--- src/rtl/gf180mcu_fd_sc_mcu7t5v0__inv_filt.sv ---
// Per-channel inverter/buffer with input synchroniser and a consecutive-sample debounce filter.
// Each output is the filtered state XOR polarity; CHG pulses for one cycle when a filtered state flips.
module gf180mcu_fd_sc_mcu7t5v0__inv_filt #(
  parameter int WIDTH       = 4,
  parameter int FILT_CYC    = 3,
  parameter int SYNC_STAGES = 2
) (
  input  logic             CLK,
  input  logic             RN,
  input  logic             EN,
  input  logic [WIDTH-1:0] I,
  input  logic [WIDTH-1:0] POL,
  output logic [WIDTH-1:0] ZN,
  output logic [WIDTH-1:0] CHG
);

  if (WIDTH < 1 || WIDTH > 32) begin : g_bad_width
    $error("WIDTH must be in 1..32");
  end
  if (FILT_CYC < 1 || FILT_CYC > 15) begin : g_bad_filt
    $error("FILT_CYC must be in 1..15");
  end
  if (SYNC_STAGES < 2 || SYNC_STAGES > 3) begin : g_bad_sync
    $error("SYNC_STAGES must be in 2..3");
  end

  localparam int CW = $clog2(FILT_CYC + 1);
  localparam logic [CW-1:0] CNT_LAST = CW'(FILT_CYC - 1);

  logic [WIDTH-1:0] sync_q [SYNC_STAGES];
  logic [WIDTH-1:0] s;
  logic [WIDTH-1:0] filt_q;
  logic [WIDTH-1:0] filt_d;
  logic [WIDTH-1:0] chg_q;
  logic [CW-1:0]    cnt_q [WIDTH];
  logic [CW-1:0]    cnt_d [WIDTH];

  assign s = sync_q[SYNC_STAGES-1];

  // Counter only advances while the synchronised sample disagrees with the
  // filtered state; any agreement (or bypass) throws away a partial count.
  always_comb begin
    filt_d = filt_q;
    for (int k = 0; k < WIDTH; k++) begin
      cnt_d[k] = '0;
      if (!EN) begin
        filt_d[k] = s[k];
      end else if (s[k] != filt_q[k]) begin
        if (cnt_q[k] == CNT_LAST) begin
          filt_d[k] = s[k];
        end else begin
          cnt_d[k] = cnt_q[k] + CW'(1);
        end
      end
    end
  end

  always_ff @(posedge CLK or negedge RN) begin
    if (!RN) begin
      for (int i = 0; i < SYNC_STAGES; i++) begin
        sync_q[i] <= '0;
      end
      filt_q <= '0;
      chg_q  <= '0;
      for (int k = 0; k < WIDTH; k++) begin
        cnt_q[k] <= '0;
      end
    end else begin
      sync_q[0] <= I;
      for (int i = 1; i < SYNC_STAGES; i++) begin
        sync_q[i] <= sync_q[i-1];
      end
      filt_q <= filt_d;
      chg_q  <= filt_d ^ filt_q;
      for (int k = 0; k < WIDTH; k++) begin
        cnt_q[k] <= cnt_d[k];
      end
    end
  end

  // Polarity is applied after the filter so it never produces a CHG pulse.
  assign ZN  = filt_q ^ POL;
  assign CHG = chg_q;

endmodule

--- config.mk ---
export PLATFORM = sky130hd
export DESIGN_NAME = gf180mcu_fd_sc_mcu7t5v0__inv_filt
export DESIGN_NICKNAME = d
export VERILOG_FILES = /design/src/rtl/gf180mcu_fd_sc_mcu7t5v0__inv_filt.sv
export SDC_FILE = /design/constraint.sdc
export NUM_CORES = 1
export LEC_CHECK = 0
export ABC_AREA = 0
export BUFFER_PORTS_ARGS = -buffer_cell sky130_fd_sc_hd__buf_4
export CAP_MARGIN = 20
export CORE_AREA = 10 10 71 73
export CTS_CLUSTER_SIZE = 8
export DETAILED_ROUTE_END_ITERATION = 7
export DIE_AREA = 0 0 81 83
export PLACE_DENSITY = 0.47
export SLEW_MARGIN = 20
export SYNTH_ARGS = -nofsm -noshare
export SYNTH_HDL_FRONTEND = slang
export SYNTH_SLANG_ARGS = --single-unit
--- constraint.sdc ---
create_clock -name CLK -period 1 [get_ports CLK]
set_input_delay 0.05 -clock CLK [delete_from_list [all_inputs] [get_ports CLK]]
set_output_delay 0.05 -clock CLK [all_outputs]
set_load 0.03 [all_outputs]
==> results.json, run 1 <==
{
  "status": "finished, violations left",
  "failed_checks": "setup timing",
  "yosysSeqAreaShare": 0.673,
  "cts_num_sinks": 24,
  "final_common_cell": "buf_4",
  "drive_gt1_frac": 0.634,
  "hold_path_class": "in -> reg",
  "drt_iter0_markers": 14,
  "drc": 0,
  "std_cell_rows": 22,
  "seq_area_um2": 602,
  "peakVddDrop_v": 0.000630,
  "antenna_found_initial": 0,
  "synth.cell_area_um2": 892,
  "crit_family": "flip-flops",
  "grt_setup_unrepaired": "yes",
  "place_area_mm2": 0.00119,
  "grt_pass1_wl_mm": 3.17,
  "numPortBuffers": 18,
  "start_util": 0.246,
  "period_needed_ps": 1150,
  "avgSynthCellArea_um2": 15.7,
  "cts_buffers": 3,
  "synth-warning-count": 0,
  "finClkSkew_ps": 3.37,
  "synthCells": 57,
  "slowest_stage": "dfrtp_1",
  "hold_violations": 0,
  "fin_ws_ps": -149,
  "path_clk_slew_ps": 80,
  "arrival_ps": 1100,
  "pre_cts_ws_ps": -29.2,
  "area_delta_synth_final_pct": 71.4,
  "clock_path_buffers": 2,
  "gp_congestion": 0.650,
  "worstSetupEndpointType": "output pin",
  "hold_ws_ps": 110,
  "cts_tree": "built",
  "wl_per_cell_um": 12.4,
  "die_w_um": 81,
  "dp_cells": 132,
  "overflow": 0,
  "finalWirelength_mm": 1.85,
  "post-route-period-util": 1.15,
  "syn-num-nets": 68,
  "max-slew-margin-rel": 0.796,
  "tightest_slew_ps": 306,
  "cts_root_buf": "clkbuf_8",
  "path_buf_inv": 2,
  "critPathMaxFanout": 2,
  "fill_cells": 360,
  "ios": 19,
  "fmax_mhz": 870,
  "worstSetupPathType": "reg -> out",
  "clkLatencyLatePin_ps": 270,
  "firstDrtPassIters": 2,
  "vias_per_cell": 4.05,
  "ys_types": 15,
  "diodes": 0,
  "fp.coreArea_mm2": 0.00363,
  "power_density_mw_per_mm2": 1730,
  "vias": 604,
  "grt_pass1_vias": 675,
  "fin_cells": 149,
  "die_y_um": 83,
  "ant_nets": 0,
  "design_area_mm2": 0.00153,
  "max_stage_delay_ps": 400,
  "cp_cell_sequence": "buf_4 -> xor2_1 -> buf_4",
  "start_kind": "flop",
  "multi_input_area_um2": 434,
  "layout_common_cells": "buf_4, dfrtp_1, buf_6, dlygate4sd3_1",
  "grt_max_degree": 25,
  "hpwlAfterDp_mm": 1.19,
  "cp_data_required_time_ps": 950,
  "die_area_mm2": 0.00672,
  "drv_slew": 0,
  "p_leak_uw": 0.000698,
  "cp_common_cell": "buf_4",
  "htree_levels": 1,
  "ys_ff_latch": 24,
  "max_cap_violations": 0,
  "layout.nets": 113,
  "setup_violations": 13,
  "track_usage": 0.0606
}
==> routing by layer <==
layer | GRT usage | wire [um] | vias up | part of all wire
met2 | 0.0958 | 990 | 14 | 0.53
li1 | - | - | 286 | -
met1 | 0.0634 | 712 | 302 | 0.38
met5 | 0 | 0 | - | 0
met4 | 0.0329 | 10 | 0 | 0.0054
met3 | 0.0302 | 141 | 2 | 0.076
==> through the flow <==
stage / total power (uW) / util / TNS, ps
2_1_floorplan: 1380 / - / -3.43
3_3_place_gp: 1600 / 0.327 / -18.8
3_5_place_dp: 1610 / 0.327 / -94.2
4_1_cts: 2600 / 0.394 / -1060
5_1_grt: 2790 / 0.421 / -1730
6_report: 2640 / 0.421 / -990
==> cells in the mapped netlist (all sizes together) <==
cell	number	area share
dfrtp	24	0.67
and4bb	4	0.056
nor4b	4	0.067
xnor2	4	0.039
xor2	4	0.039
a21oi	3	0.017
mux2	3	0.038
nand2b	3	0.021
nand2	2	0.0084
a21boi	1	0.0084
a31o	1	0.0098
buf	1	0.0056
inv	1	0.0042
nor2b	1	0.0070
o21ai	1	0.0056
==> cell type report <==
type,count,area share
clock buffers,3,0.0270
multi-input cells,31,0.284
repair buffers,41,0.234
inverters,1,0.00245
clock inverters,1,0.0196
flip-flops and latches,24,0.394
well taps,48,0.0393
==> state kept, by name (all words and copies together) (netlist names) <==
signal,flops
filt_q,4
s,4
CHG,4
cnt_q,8
sync_q,4
==> path summary, 6_finish.rpt <==
path                            slack (ps)  cells after the start        end      start
worst max-delay path                  -150                      3      ZN[1]  filt_q[1]
worst min-delay path                   110                      2     CHG[1]         EN
worst max register to register        -100                      3   cnt_q[1]  filt_q[3]
worst min register to register         360                      0       s[3]  sync_q[7]
max in group asynchronous              530                      2   cnt_q[5]         RN
min in group asynchronous              210                      2  sync_q[6]         RN
==> report_power, final <==
part           internal, uW  leakage [uW]  switching [uW]
Combinational           389      0.000365             291
Clock                   535     0.0000357             311
Sequential             1050      0.000298            60.4
Total                  1980      0.000698             663
==> logic make-up (layout without fill, tap and decap cells) <==
family	Yosys count	after routing	synth area share
AOI/OAI and AO/OA	6	6	0.0407
xor gates and xnor gates	8	8	0.0785
buffers and inverters	2	46	0.00981
DFF	24	24	0.673
muxes	3	3	0.0379
and+or+nand+nor	14	14	0.160
==> timing repair <==
item,CTS,global route
pin swaps,7,8
gates resized for setup,13,15
buffers inserted,5,4
hold buffers,5,0
endpoints found under the setup margin,10,16
endpoints found under the hold margin,28,0
==> worst reg2reg max path, stage by stage (launching register included) <==
cell and delay, ps:
dfrtp_1 410, buf_6 140, xnor2_4 200, and4bb_2 260
Note: power is estimated with default switching activity, not from simulation.
==> run 2: changes to the inputs <==
- ABC_AREA: 0 -> unset
- PLACE_DENSITY: 0.47 -> 0.46
- clock period: 1 -> 1.15 ns (I/O delays scaled with it)
==> run 2 against run 1 <==
  * The flow now finishes without violations
  * Flip-flop and latch count is the same
  * Register-to-register slack gained 180 ps
  * Power shrank 32%
  * Global-route usage shrank 1.6 points
  * Wire length shrank 24%
  * Critical path depth shrank 1
  * Via count shrank 11%
  * Clock skew shrank 2.0 ps
  * Cell area shrank 22%
  * Die area is the same
  * Clock power shrank 43%
  * Worst setup slack gained 220 ps
==> results.json, run 2 (same netlist as run 1, synthesis figures left out) <==
{
  "status": "completed",
  "power_frac_seq": 0.536,
  "finalWirelength_mm": 1.41,
  "power_density_mw_per_mm2": 1510,
  "hold_violations": 0,
  "power_frac_clock": 0.268,
  "cp_data_required_time_ps": 1090,
  "antenna_found_initial": 0,
  "hold_path_class": "in -> reg",
  "seq_area_um2": 601,
  "start_kind": "flop",
  "p_comb_frac": 0.196,
  "vias": 536,
  "max-slew-margin-rel": 0.802,
  "drive_gt1_frac": 0.417,
  "layout_common_cells": "dfrtp_1, buf_4, dlygate4sd3_1",
  "max_stage_delay_ps": 420,
  "track_usage": 0.0450,
  "finClkSkew_ps": 1.33,
  "post-route-period-util": 0.938,
  "peakVddDrop_v": 0.000569,
  "cts_tree": "built",
  "cts_num_sinks": 24,
  "start_util": 0.246,
  "worst_r2r_endpoint": "filt_q[0]",
  "grt_max_degree": 25,
  "die_w_um": 81,
  "clock_path_buffers": 2,
  "fmax_mhz": 927,
  "worstSetupPathType": "reg -> out",
  "period_needed_ps": 1080,
  "path_clk_slew_ps": 80,
  "place_area_mm2": 0.00110,
  "arrival_ps": 1020,
  "pre_cts_ws_ps": 68.8,
  "firstDrtPassIters": 4,
  "ant_nets": 0,
  "drv_slew": 0,
  "p_sw_uw": 475,
  "diodes": 0,
  "clkLatencyLatePin_ps": 260,
  "area_delta_synth_final_pct": 33.2,
  "largest_reg_flops": 8,
  "worstSetupEndpointType": "output pin",
  "reg2regPathDepth": 3,
  "die_y_um": 83,
  "tns_ps": 0,
  "vias_per_cell": 4.06,
  "p_int_uw": 1320,
  "numPortBuffers": 18,
  "ios": 19,
  "design_area_mm2": 0.00119,
  "die_area_mm2": 0.00672,
  "cp.depth": 2,
  "layout.nets": 97,
  "critPathMaxFanout": 3,
  "cp_cell_sequence": "xor2_1 -> buf_4",
  "wl_per_cell_um": 10.7,
  "path_buf_inv": 1,
  "tightest_slew_ps": 295,
  "critPathLaunch": "filt_q[1]",
  "p_sw_frac": 0.264,
  "regMostFlops": "cnt_q",
  "fin_ws_ps": 71.1,
  "fill_cells": 383,
  "fp.coreArea_mm2": 0.00363,
  "grt_pass1_vias": 559,
  "multi_input_area_um2": 283,
  "rr_startpoint": "cnt_q[6]",
  "setup_violations": 0,
  "cts_root_buf": "clkbuf_8",
  "htree_levels": 1,
  "cts_buffers": 3,
  "hpwlAfterDp_mm": 1.04,
  "p_leak_uw": 0.000530,
  "crit_family": "flip-flops",
  "drc": 0,
  "final_common_cell": "dfrtp_1",
  "drt_iter0_markers": 17,
  "gp_congestion": 0.596,
  "slowest_stage": "dfrtp_1",
  "grt_pass1_wl_mm": 2.44,
  "worstSetupEndpoint": "ZN[1]",
  "std_cell_rows": 22,
  "min_from": "EN",
  "r2r_slack_ps": 80,
  "max_cap_violations": 0,
  "grt_setup_unrepaired": "no",
  "overflow": 0
}
run 2: changes by cell type in the layout (fill, tap and decap cells not counted), moves of 4 or more:
cell,delta
xnor2_4,-4
xnor2_1,+4
buf_6,-10
buf_4,-6
run 2: metrics by stage:
step	utilization	hold slack (ps)	power, uW	std cells
global route	0.327	90.3	1900	132
global placement	0.302	-25.9	1320	124
floorplan	-	-238	1180	57
finish	0.327	79.2	1800	132
detailed placement	0.302	-23.0	1330	124
CTS	0.327	74.6	1840	132
run 2: what timing repair did:
action,4_1_cts,5_1_grt
gates resized for setup,0,0
endpoints found under the setup margin,0,1
hold endpoints to repair,28,0
setup buffers,0,0
hold buffers,5,0
run 2: final cells by class:
| cell class | instances | area share |
|---|---|---|
| Sequential cell | 24 | 0.505 |
| Inverter | 1 | 0.00316 |
| Timing Repair Buffer | 25 | 0.168 |
| Multi-Input combinational cell | 31 | 0.238 |
| Clock buffer | 3 | 0.0347 |
| Tap cell | 48 | 0.0505 |
run 2: power by group through the flow:
stage | clock [uW] | combinational (uW) | sequential (uW)
6_report | 482 | 352 | 964
2_1_floorplan | 0 | 168 | 1010
4_1_cts | 511 | 362 | 965
3_3_place_gp | 0 | 345 | 979
5_1_grt | 536 | 385 | 974
3_5_place_dp | 0 | 349 | 982
run 2: how the worst min path moves through the flow:
stage	end	slack (ps)	cells past startpoint
detailed placement	filt_q[1]	-20	1
finish	CHG[2]	80	2
CTS	CHG[0]	70	2
global route	CHG[2]	90	2
global placement	filt_q[1]	-30	1
floorplan	CHG[0]	-240	0
run 2: routing by layer:
| layer | vias to the layer above | global-route usage | part of all wire |
|---|---|---|---|
| met1 | 264 | 0.0504 | 0.43 |
| met4 | 0 | 0.0235 | 0.018 |
| met3 | 4 | 0.0237 | 0.083 |
| met2 | 15 | 0.0670 | 0.47 |
| met5 | - | 0 | 0 |
| li1 | 253 | - | - |
==> run 3: changes to the inputs <==
- ABC_CLOCK_PERIOD_IN_PS: unset -> 1150
- BUFFER_PORTS_ARGS: -buffer_cell sky130_fd_sc_hd__buf_4 -> unset
- DONT_BUFFER_PORTS: unset -> 1
- PLACE_DENSITY: 0.46 -> 0.42
- SLEW_MARGIN: 20 -> unset
==> run 3 against run 2 <==
  * First-iteration DRC count rose by 53%
  * Final cell count shrank 7.6%
  * Global-route usage up 0.41 points
  * Critical path type unchanged
  * Critical endpoint is now ZN[2]
==> results.json, run 3 (same netlist as run 1, synthesis figures left out) <==
{
  "status": "completed",
  "gp_congestion": 0.651,
  "clock_path_buffers": 2,
  "utilization": 0.312,
  "totalPowerFinal_uw": 1830,
  "power_density_mw_per_mm2": 1620,
  "multi_input_area_um2": 283,
  "track_usage": 0.0491,
  "pre_cts_ws_ps": 89.4,
  "path_clk_slew_ps": 80,
  "largest_reg_flops": 8,
  "antenna_found_initial": 0,
  "hpwlAfterDp_mm": 1.05,
  "post-route-period-util": 0.942,
  "layout_common_cells": "dfrtp_1, buf_4, dlygate4sd3_1",
  "grt_setup_unrepaired": "no",
  "p_leak_uw": 0.000487,
  "grt_max_degree": 25,
  "htree_levels": 1,
  "setup_violations": 0,
  "firstDrtPassIters": 3,
  "fp.coreArea_mm2": 0.00363,
  "max-slew-margin-rel": 0.797,
  "regMostFlops": "cnt_q",
  "critPathMaxFanout": 3,
  "area_delta_synth_final_pct": 27.2,
  "worstSetupEndpointType": "output pin",
  "diodes": 0,
  "start_kind": "flop",
  "fin_cells": 122,
  "wl_per_cell_um": 12.4,
  "ios": 19,
  "vias_per_cell": 4.00,
  "start_util": 0.246,
  "max_cap_violations": 0,
  "layout.nets": 86,
  "drc": 0,
  "ant_nets": 0,
  "std_cell_rows": 22,
  "clkLatencyLatePin_ps": 260,
  "fill_cells": 392,
  "vias": 488,
  "die_y_um": 83,
  "cts_resized": 0,
  "arrival_ps": 1030,
  "drive_gt1_frac": 0.324,
  "numPortBuffers": 0,
  "period_needed_ps": 1080,
  "worstSetupPathType": "reg -> out",
  "ctsHoldBuffers": 7,
  "die_area_mm2": 0.00672,
  "tns_ps": 0,
  "cts_root_buf": "clkbuf_8",
  "hold_violations": 0,
  "grt_pass1_vias": 535,
  "cp_data_required_time_ps": 1090,
  "post_cts_buffers": 0,
  "seq_area_um2": 601,
  "die_w_um": 81,
  "drv_slew": 0,
  "fmax_mhz": 923,
  "cts_tree": "built",
  "overflow": 0,
  "dp_cells": 111,
  "grt_pass1_wl_mm": 2.56,
  "fin_ws_ps": 66.4,
  "cts_num_sinks": 24,
  "hold_path_class": "in -> reg",
  "drt_iter0_markers": 26,
  "cts_buffers": 3,
  "final_common_cell": "dfrtp_1",
  "tightest_slew_ps": 304,
  "peakVddDrop_v": 0.000918,
  "finClkSkew_ps": 6.33,
  "finalWirelength_mm": 1.52
}
[run 3: cell count changes in the layout (fill, tap and decap cells not counted)]
cell,change
buf_4,-13
clkbuf_8,+1
buf_12,+1
dlygate4sd3_1,+1
[run 3: report_power, final]
| part | switching (uW) | internal, uW |
|---|---|---|
| combinational | 133 | 148 |
| clock | 244 | 305 |
| sequential | 87.9 | 915 |
| total | 465 | 1370 |
[run 3: area by class of cell]
cell class | count | share of cell area
clock buffer | 4 | 0.0485
inverter | 1 | 0.00331
multi-input combinational | 31 | 0.249
sequential | 24 | 0.529
tap | 48 | 0.0529
timing repair buffer | 14 | 0.117
[run 3: final timing paths]
check	startpoint	end	slack, ps	cells after the start
worst max-delay path	filt_q[2]	ZN[2]	70	2
worst min-delay path	EN	filt_q[1]	9	2
worst max register to register	cnt_q[6]	filt_q[0]	80	3
worst min register to register	sync_q[6]	s[2]	350	0
max in group asynchronous	RN	cnt_q[0]	790	2
min in group asynchronous	RN	s[2]	210	2
[run 3: worst max-delay path, cell delays in order, from the launching register on]
cell and delay [ps]:
dfrtp_1 420, xor2_1 170, buf_4 180
[run 3: per-layer routing]
metal	wire, um	global-route usage	share of wire	up-vias
li1	-	-	-	230
met1	629	0.0510	0.41	239
met2	712	0.0728	0.47	17
met3	162	0.0377	0.11	2
met4	14	0.0188	0.0092	0
met5	0	0	0	-
[run 3: stage by stage]
stage               hold WS [ps]  area (um^2)
floorplan                   -238          892
global placement            -237         1000
detailed placement          -237         1000
CTS                         1.65         1130
global route                4.67         1130
finish                      8.70         1130
